File: src/rtl/vga_pixel_fetch.sv
// rtl/vga_pixel_fetch.sv - frame-buffer address generator and RGB444->RGB888 DAC front end
//
// Sits after the 640x480@60 timing generator. Walks the 320x240 frame buffer
// sequentially while activeArea is high, hides the buffer read latency, widens
// RGB444 to RGB888 and delays sync/blank so every DAC input stays aligned.
//
// Ports:
//   CLK25         pixel clock
//   rst           synchronous reset, active-high
//   hsync_i       timing-generator Hsync (active-low)
//   vsync_i       timing-generator Vsync (active-low)
//   nblank_i      1 inside the visible 640x480 area
//   active_i      1 inside the 320x240 frame-buffer window
//   rd_addr_o     frame-buffer read address
//   rd_data_i     RGB444 read data, RD_LAT cycles after its address
//   r_o/g_o/b_o   RGB888 to the DAC
//   hsync_o       hsync_i delayed RD_LAT+1 cycles
//   vsync_o       vsync_i delayed RD_LAT+1 cycles
//   nblank_o      nblank_i delayed RD_LAT+1 cycles
//   frame_start_o one-cycle pulse after a vsync_i falling edge
//   overrun_o     sticky: the window asked for more than PIXELS pixels this frame

module vga_pixel_fetch #(
    parameter int          PIXELS     = 76800,
    parameter int          AW         = 17,
    parameter int          RD_LAT     = 2,
    parameter logic [23:0] BORDER_RGB = 24'h000000
) (
    input  logic          CLK25,
    input  logic          rst,
    input  logic          hsync_i,
    input  logic          vsync_i,
    input  logic          nblank_i,
    input  logic          active_i,
    output logic [AW-1:0] rd_addr_o,
    input  logic [11:0]   rd_data_i,
    output logic [7:0]    r_o,
    output logic [7:0]    g_o,
    output logic [7:0]    b_o,
    output logic          hsync_o,
    output logic          vsync_o,
    output logic          nblank_o,
    output logic          frame_start_o,
    output logic          overrun_o
);

    localparam logic [AW-1:0] LAST_ADDR = AW'(PIXELS - 1);

    logic              vsync_prev;
    logic              wrapped;       // a full frame's worth of pixels has been fetched
    logic [RD_LAT-1:0] a_d;           // active_i aligned to rd_data_i
    logic [RD_LAT-1:0] n_d;           // nblank_i aligned to rd_data_i
    logic [RD_LAT:0]   hs_d;
    logic [RD_LAT:0]   vs_d;
    logic [RD_LAT:0]   nb_d;
    logic              frame_start;

    assign frame_start = vsync_prev & ~vsync_i;

    // Address counter, frame-start detection and overrun tracking.
    always_ff @(posedge CLK25) begin
        if (rst) begin
            rd_addr_o     <= '0;
            vsync_prev    <= 1'b1;
            frame_start_o <= 1'b0;
            overrun_o     <= 1'b0;
            wrapped       <= 1'b0;
        end else begin
            vsync_prev    <= vsync_i;
            frame_start_o <= frame_start;
            if (frame_start) begin
                rd_addr_o <= '0;
                overrun_o <= 1'b0;
                wrapped   <= 1'b0;
            end else if (active_i) begin
                // The wrap itself consumes the last legal pixel; only a
                // request after it is an overrun.
                if (wrapped) begin
                    overrun_o <= 1'b1;
                end
                if (rd_addr_o == LAST_ADDR) begin
                    rd_addr_o <= '0;
                    wrapped   <= 1'b1;
                end else begin
                    rd_addr_o <= rd_addr_o + AW'(1);
                end
            end
        end
    end

    // Delay lines and RGB output register.
    always_ff @(posedge CLK25) begin
        if (rst) begin
            a_d  <= '0;
            n_d  <= '0;
            hs_d <= '1;
            vs_d <= '1;
            nb_d <= '0;
            r_o  <= 8'h00;
            g_o  <= 8'h00;
            b_o  <= 8'h00;
        end else begin
            a_d[0]  <= active_i;
            n_d[0]  <= nblank_i;
            for (int i = 1; i < RD_LAT; i++) begin
                a_d[i] <= a_d[i-1];
                n_d[i] <= n_d[i-1];
            end
            hs_d[0] <= hsync_i;
            vs_d[0] <= vsync_i;
            nb_d[0] <= nblank_i;
            for (int i = 1; i <= RD_LAT; i++) begin
                hs_d[i] <= hs_d[i-1];
                vs_d[i] <= vs_d[i-1];
                nb_d[i] <= nb_d[i-1];
            end
            if (!n_d[RD_LAT-1]) begin
                r_o <= 8'h00;
                g_o <= 8'h00;
                b_o <= 8'h00;
            end else if (!a_d[RD_LAT-1]) begin
                r_o <= BORDER_RGB[23:16];
                g_o <= BORDER_RGB[15:8];
                b_o <= BORDER_RGB[7:0];
            end else begin
                // Nibble replication maps 0..F onto the full 0..FF range.
                r_o <= {rd_data_i[11:8], rd_data_i[11:8]};
                g_o <= {rd_data_i[7:4],  rd_data_i[7:4]};
                b_o <= {rd_data_i[3:0],  rd_data_i[3:0]};
            end
        end
    end

    assign hsync_o  = hs_d[RD_LAT];
    assign vsync_o  = vs_d[RD_LAT];
    assign nblank_o = nb_d[RD_LAT];

endmodule

File: config.mk
export PLATFORM = sky130hd
export DESIGN_NAME = vga_pixel_fetch
export DESIGN_NICKNAME = d
export VERILOG_FILES = /design/src/rtl/vga_pixel_fetch.sv
export SDC_FILE = /design/constraint.sdc
export NUM_CORES = 1
export LEC_CHECK = 0
export ABC_CLOCK_PERIOD_IN_PS = 2700
export CAP_MARGIN = 25
export CORE_MARGIN = 5
export CORE_UTILIZATION = 46
export DETAILED_ROUTE_END_ITERATION = 10
export PLACE_DENSITY = 0.84
export SLEW_MARGIN = 20
export SYNTH_ARGS = -nofsm -noshare
export SYNTH_HDL_FRONTEND = slang
export SYNTH_SLANG_ARGS = --single-unit
File: constraint.sdc
create_clock -name CLK25 -period 2.7 [get_ports CLK25]
set_input_delay 0.675 -clock CLK25 [delete_from_list [all_inputs] [get_ports CLK25]]
set_output_delay 0.675 -clock CLK25 [all_outputs]
set_load 0.1 [all_outputs]
-- After elaboration in Yosys (flattened, before gate mapping)
Cells that the tools add are included.
- flip-flop bits (word level): 58
- bits of input ports: 18
- output and inout bits: 46
- word-level logic and storage cells: 24
- add/sub/neg operators: 1
- eq/ne operators: 1
- multiplexer cells: 1
- bitwise operators: 4
- reductions and logical operators: 4
- operators by type and width (kind ; number):
    adder 17 x 1 -> 17 bit (second input constant) ; 1
    equality test 17 bit (second input constant) ; 1
    two-way mux 17 bit ; 1
    AND reduction 2 bit ; 2
    NOT 1 bit ; 3
    OR reduction 3 bit ; 1
    OR reduction 2 bit ; 1
    AND 1 bit ; 1

-- Logic depth before layout (Yosys ltp)
Gate-level depths: netlist (run 1).
- depth after elaboration: 3
- depth in mapped cells: 6
- mapped depth without buffers: 5

-- Least setup slack after synthesis (run 1)
OpenSTA, ideal clock, no wires.
- kind: flip-flop to flip-flop
- start: register rd_addr_o[1]
- end: register rd_addr_o[10]
- setup time: 0.117 ns
- arrival: 2.479 ns
- required time: 2.583 ns
- slack: 0.104 ns
- cell stages (with the launch flop): 7
- buffers on the path: 1
- clock period less this slack: 2.596 ns
- cell sequence: dfxtp_1 > ha_1 > nand4_2 > or3_1 > o21ai_2 > buf_2 > nor2_1
- word-level cells in the longest chain between the ends: 2
- elaborated cells between the ends (all ways): 3
- those cells by class: add/sub: 1; eq/ne: 1; mux: 1
- ends and longest elaborated chain (element ; line ; text):
    from (decl) ; 35 ; output logic [AW-1:0] rd_addr_o,
    from (signal assigned) ; 85 ; rd_addr_o <= rd_addr_o + AW'(1);
    adder 17 x 1 -> 17 bit or equality test 17 bit (tied branches) ; 85, 81 ;
    two-way mux 17 bit (*) ; 81 ; if (rd_addr_o == LAST_ADDR) begin
Mark *: on every way between the ends. The rest lies on a longest branch, timed or not.
A chain may end at the register's enable or synchronous reset.

==> metrics, run 1 <==
status complete, no violations; Worst Setup Slack, final 0.611 ns; post-synth design cell area 0.00161 mm^2; area of combinational cells with multiple inputs 618 um^2; startpoint of the most critical register-to-register path rd_addr_o[5]; Vias 1295; cell types occupying the most area after synthesis sky130_fd_sc_hd__dfxtp_1 (53%), sky130_fd_sc_hd__buf_4 (5.6%), sky130_fd_sc_hd__and3_1 (4.7%); cell taking the most area after synthesis sky130_fd_sc_hd__dfxtp_1; final clock skew 0.0134 ns; number of nets in the final layout 240; crit-path max FO 10; number of primary I/O pins 64; standard-cell row count 21; Worst Setup Slack post-DPL 0.246 ns; clock transition time at the flip-flop clock pins of the worst setup and hold paths 0.13 ns; Worst Path Arrival 2.39 ns; # clock sinks 43; Vias per Instance 4.83; Remaining Overflow, GRT 0; internal reg-to-reg setup slack 0.89 ns; effective utilization at floorplan 48.0%; element type at the critical path end register; most instantiated flip-flop cell in the synthesis netlist sky130_fd_sc_hd__dfxtp_1; post-synthesis net count 185; synthesized netlist cell count 166; final number of setup-violating endpoints 0; upper clock frequency limit 479 MHz; post-synthesis sequential element count 43; WL/cell 11.8 um; area growth from synthesis to layout 33.7%; cts hold-fix bufs 0; final estimated routing congestion in global placement 0.744; transition time at the pin with the least slew margin 0.569 ns; initial DRC count 42; global-route wire length before repair 5.51 mm; EDFF count, synth 0; full die area 0.00479 mm^2; die extent in y 69.2 um; antenna diode count 0; insertion delay of the later-clocked pin in the worst-skew pair 0.36 ns; number of distinct library cells after synthesis 31; Routed WL 3.17 mm; Max H-tree Level 2; setup repair after global routing missed its margin false; post-synthesis sequential area ratio 53.4%; Die Span X 69.2 um; number of inserted filler cells in the final layout 299; fraction of layout instances using a drive strength above 1 30.2%; Root Buffer Master sky130_fd_sc_hd__clkbuf_4; length of the first detailed-routing pass in iterations 4; number of nets with antenna violations after routing 0; Total Negative Setup Slacks 0 ns; terminus of the critical flop-to-flop path rd_addr_o[16]; kind of critical path in2reg; area share of the leading cell type in the synthesized netlist 53.4%; Core Footprint 0.00336 mm^2; placed wire-length estimate after detailed placement 2.34 mm; Max-Cap Viols 0; maximum clock insertion buffer count 2; minimum clock period 2.09 ns; gr usage total 14.1%; vias in the first global route 1224; maximum VDD drop 0.000343 V; synthesis warning total 0; worst hold path depth 1; endpoint required time on the critical path 3.00 ns; share of the cycle needed by the critical path after routing 77.4%; Slew Viols, Final 0; number of buffers inserted to repair setup after CTS 0; commonest non-fill, non-tap cell in the layout sky130_fd_sc_hd__buf_4; number of port buffers 63; TritonCTS clock tree yes; asr flop ratio synth 0%; mean post-synth cell area 9.72 um^2; Final Hold Viols 0; Hold Path Origin hs_d[0]; static power due to leakage 0.906 nW; pin count of the biggest net entering global routing 16; startpoint type of the worst setup path input port; initial antenna violation count 0; CTS Buf Count 5; DRC errors left 0; number of cells upsized or downsized after cts 0; area occupied by registers 861 um^2; Slew Limit Headroom 62.0%; power density over the cells 490 mW/mm^2; cell count of the worst reg-to-reg path 5; most used cells in the layout excluding fill and tap cells sky130_fd_sc_hd__buf_4 (49), sky130_fd_sc_hd__dfxtp_1 (43), sky130_fd_sc_hd__clkdlybuf4s50_1 (17), sky130_fd_sc_hd__nor2_1 (15), sky130_fd_sc_hd__and3_1 (12); worst hold endpoint hs_d[1]; Hold/Removal Path Class reg2reg
[cells by family after synthesis]
family | Yosys count | share of synthesized area, %
AOI/OAI and AO/OA | 13 | 5.04
xor gates and xnor gates | 11 | 5.97
adders and majority gates | 1 | 0.776
buffers and inverters | 23 | 8.30
DFF | 43 | 53.4
and+or+nand+nor | 75 | 26.5
[synthesized netlist by cell type, drive strengths merged (5+ instances only)]
cell,n
a21oi,6
xnor2,8
nand4,5
nor4,5
nor2,15
nand3,7
dfxtp,43
inv,5
or2,6
nor2b,7
buf,14
and3,12
nand2,7
[critical path, stage by stage]
cell,delay (ns)
sky130_fd_sc_hd__clkdlybuf4s50_1,0.66
sky130_fd_sc_hd__nand4_1,0.13
sky130_fd_sc_hd__or4_4,0.44
sky130_fd_sc_hd__or3_1,0.35
sky130_fd_sc_hd__a21oi_1,0.14
[metal layers]
layer	track usage [%]	up-vias	part of all wire (%)
met1	15.9	566	44
met5	0	-	0
met4	6.94	0	2.2
li1	-	669	-
met3	5.94	8	8.4
met2	22.6	52	46
[final cells by class]
class | count | area share (%)
well taps | 46 | 2.67
multi-input cells | 100 | 28.7
clock buffers | 5 | 1.74
clock inverters | 3 | 1.16
inverters | 5 | 0.871
flip-flops and latches | 43 | 39.9
repair buffers | 66 | 25.0
[flip-flops by register name, summed over array words and instances (netlist names)]
register / count
rd_addr_o: 17
b_o: 4
g_o: 4
r_o: 4
hs_d: 3
vs_d: 3
a_d: 2
nb_d: 2
frame_start_o: 1
n_d: 1
overrun_o: 1
wrapped: 1
[through the flow]
stage / util, % / hold slack, ns / power [W] / cell area [um^2] / cells
after CTS: 64.1 / 0.421 / 0.00107 / 2160 / 268
final: 64.1 / 0.416 / 0.00106 / 2160 / 268
after detailed placement: 62.2 / 0.398 / 0.000752 / 2090 / 260
after floorplan: - / 0.389 / 0.000717 / 1610 / 166
after global placement: 62.2 / 0.392 / 0.000751 / 2090 / 260
after global routing: 64.1 / 0.439 / 0.00110 / 2160 / 268
[power breakdown]
| group | switching [W] | total (W) | internal (W) | leakage [nW] |
|---|---|---|---|---|
| registers | 0.00000558 | 0.000649 | 0.000644 | 0.349 |
| logic | 0.0000519 | 0.0000877 | 0.0000357 | 0.525 |
| clock network | 0.000215 | 0.000319 | 0.000104 | 0.0314 |
| total | 0.000272 | 0.00106 | 0.000784 | 0.906 |
[how the worst max path moves through the flow]
stage,from,to,depth (start not counted)
global placement,active_i,rd_addr_o[16],5
detailed placement,active_i,rd_addr_o[16],5
global route,active_i,rd_addr_o[15],5
CTS,active_i,rd_addr_o[16],5
floorplan,rd_addr_o[1],rd_addr_o[10],6
finish,active_i,rd_addr_o[16],5
Note: power is estimated with default switching activity, not from simulation.
==> inputs of run 2 (changes only) <==
Settings changed: ABC_CLOCK_PERIOD_IN_PS 2700 to 2110, CORE_UTILIZATION 46 to 42, PLACE_DENSITY 0.84 to 0.78.
Clock period 2.7 ns to 2.11 ns, I/O delays scaled along.
==> run 2 against run 1 <==
Clock power rose by 54%. Non-clock buffer count rose by 5. Clock skew fell by 0.0067 ns. Combinational power rose by 36%. Critical endpoint unchanged. Largest cell class unchanged.
==> metrics, run 2 (same netlist as run 1, synthesis figures left out) <==
Vias 1296 (+0.077%); area growth from synthesis to layout 39.0%; number of nets in the final layout 245 (+2.1%); maximum clock insertion buffer count 2 (unchanged); gr usage total 13.1% (-0.99 points); Final Hold Viols 0 (unchanged); length of the first detailed-routing pass in iterations 4 (unchanged); CTS Buf Count 5 (unchanged); Root Buffer Master sky130_fd_sc_hd__clkbuf_8; maximum cell stage delay along the critical path 0.58 ns (-0.08 ns); TritonCTS clock tree yes; sum of buffers and inverters on the critical path 1 (unchanged); antenna diode count 0 (unchanged); maximum VDD drop 0.000378 V (+10%); number of inserted filler cells in the final layout 340 (+14%); initial DRC count 20 (-52%); Crit path max-delay family simple AND/OR/NAND/NOR gates; DRC errors left 0 (unchanged); number of primary I/O pins 64 (unchanged); clock transition time at the flip-flop clock pins of the worst setup and hold paths 0.08 ns (-0.05 ns); setup repair after global routing missed its margin false; number of port buffers 63 (unchanged); effective utilization at floorplan 43.7% (-4.2 points); Core Footprint 0.00369 mm^2 (+9.7%); most used cells in the layout excluding fill and tap cells sky130_fd_sc_hd__buf_4 (54), sky130_fd_sc_hd__dfxtp_1 (28), sky130_fd_sc_hd__clkdlybuf4s50_1 (17), sky130_fd_sc_hd__nor2_1 (15), sky130_fd_sc_hd__dfxtp_2 (13); power density over the cells 642 mW/mm^2 (+31%); total cell area at the placement stage 0.00216 mm^2 (+3.0%); WL/cell 12.3 um (+3.9%); share of the cycle needed by the critical path after routing 90.8%; number of buffers inserted to repair setup after CTS 0 (unchanged); series of cell instances along the critical path clkdlybuf4s50_1 > nand4_1 > or4_4 > or3_1 > a21oi_1; endpoint required time on the critical path 2.33 ns (-0.67 ns); upper clock frequency limit 522 MHz; pin count of the biggest net entering global routing 14 (-2); Routed WL 3.39 mm (+6.6%); static power due to leakage 0.948 nW (+4.7%); final standard cell area without fillers 0.00224 mm^2 (+4.0%); element type at the critical path end register; flip-flop count of the largest register, all copies and words added 17 (unchanged); final estimated routing congestion in global placement 0.794 (+6.7%); Die Span X 72.0 um (+4.0%); Max H-tree Level 2 (unchanged); status complete, no violations; initial antenna violation count 0 (unchanged); startpoint type of the worst setup path input port; transition time at the pin with the least slew margin 0.587 ns (+0.0176 ns); final clock skew 0.00665 ns (-0.00671 ns); minimum clock period 1.91 ns; Slew Viols, Final 0 (unchanged); slowest library cell on the worst path sky130_fd_sc_hd__clkdlybuf4s50_1; Vias per Instance 4.71 (-2.5%); Hold/Removal Path Class reg2reg; standard-cell row count 22 (+4.8%); final number of setup-violating endpoints 0 (unchanged); Remaining Overflow, GRT 0 (unchanged); commonest non-fill, non-tap cell in the layout sky130_fd_sc_hd__buf_4; number of nets with antenna violations after routing 0 (unchanged); number of cells upsized or downsized after cts 0 (unchanged); Worst Path Arrival 2.14 ns (-0.25 ns); crit-path max FO 6 (-4); vias in the first global route 1205 (-1.6%); full die area 0.00518 mm^2 (+8.1%); fraction of layout instances using a drive strength above 1 37.9% (+7.7 points); register with the highest flop count rd_addr_o; Slew Limit Headroom 60.8% (-1.2 points); cts hold-fix bufs 0 (unchanged); placed wire-length estimate after detailed placement 2.60 mm (+11%); global-route wire length before repair 5.31 mm (-3.8%); Max-Cap Viols 0 (unchanged); worst hold margin 0.412 ns (-0.00341 ns); # clock sinks 43 (unchanged); die extent in y 72.0 um (+4.0%); kind of critical path in2reg; insertion delay of the later-clocked pin in the worst-skew pair 0.29 ns (-0.07 ns)
[run 2: cell count changes in the layout (fill, tap and decap cells not counted), sizes merged]
| cell | previous run | this run |
|---|---|---|
| buf | 49 | 54 |
| clkbuf | 5 | 6 |
| clkinv | 2 | 1 |
[run 2: worst register-to-register path, delay by kind of cell, from the launching register on]
kind / cells / cell delay, ns
flip-flops: 1 / 0.39
AO/OA/AOI/OAI: 1 / 0.14
AND/OR/NAND/NOR: 3 / 1.10
[run 2: cell type report]
cell class,instances,area [um^2],area share [%]
clock buffer,6,72.6,3.24
tap,48,60.1,2.68
timing repair buffer,71,576,25.7
sequential,43,885,39.5
inverter,5,18.8,0.837
clock inverter,2,12.5,0.558
multi-input combinational,100,618,27.6
[run 2: per-stage QoR]
| step | setup TNS [ns] | worst slack (ns) | std cells | power (W) | utilization, % |
|---|---|---|---|---|---|
| floorplan | 0 | 0.0821 | 166 | 0.000916 | - |
| global placement | -0.0935 | -0.0672 | 267 | 0.000965 | 58.5 |
| detailed placement | -0.157 | -0.0851 | 267 | 0.000967 | 58.5 |
| CTS | 0 | 0.205 | 275 | 0.00146 | 60.8 |
| global route | 0 | 0.140 | 275 | 0.00151 | 60.8 |
| finish | 0 | 0.195 | 275 | 0.00144 | 60.8 |
[run 2: power by group]
group | internal (W) | switching (W)
Clock | 0.000231 | 0.000260
Sequential | 0.000822 | 0.00000721
Combinational | 0.0000507 | 0.0000681
Total | 0.00110 | 0.000335
[run 2: worst paths after layout]
check | from | endpoint | slack [ns] | cells after the start
min | hs_d[0] | hs_d[1] | 0.41 | 1
max | active_i | rd_addr_o[16] | 0.20 | 5
max reg2reg | rd_addr_o[8] | rd_addr_o[16] | 0.42 | 4
min reg2reg | hs_d[0] | hs_d[1] | 0.41 | 1
[run 2: routing by layer]
metal / up-vias / routed length (um) / GRT usage (%)
met5: - / 0 / 0
met4: 0 / 70 / 6.47
met3: 6 / 271 / 4.85
met2: 47 / 1580 / 22.1
met1: 571 / 1460 / 14.3
li1: 672 / - / -
==> inputs of run 3 (changes only) <==
Settings changed: ABC_CLOCK_PERIOD_IN_PS 2110 to 2100, GPL_ROUTABILITY_DRIVEN set to 0.
Clock period 2.11 ns to 2.1 ns, I/O delays scaled along.
==> results of run 3 <==
The final DEF is identical to that of run 2. Status: complete, no violations.
Main changes from that run: setup slack after placement -0.0851 ns -> -0.0926 ns; setup slack after layout 0.195 ns -> 0.188 ns; register-to-register setup slack 0.42 ns -> 0.41 ns; total power 0.00144 W -> 0.00145 W; worst IR drop on VDD 0.000378 V -> 0.000380 V
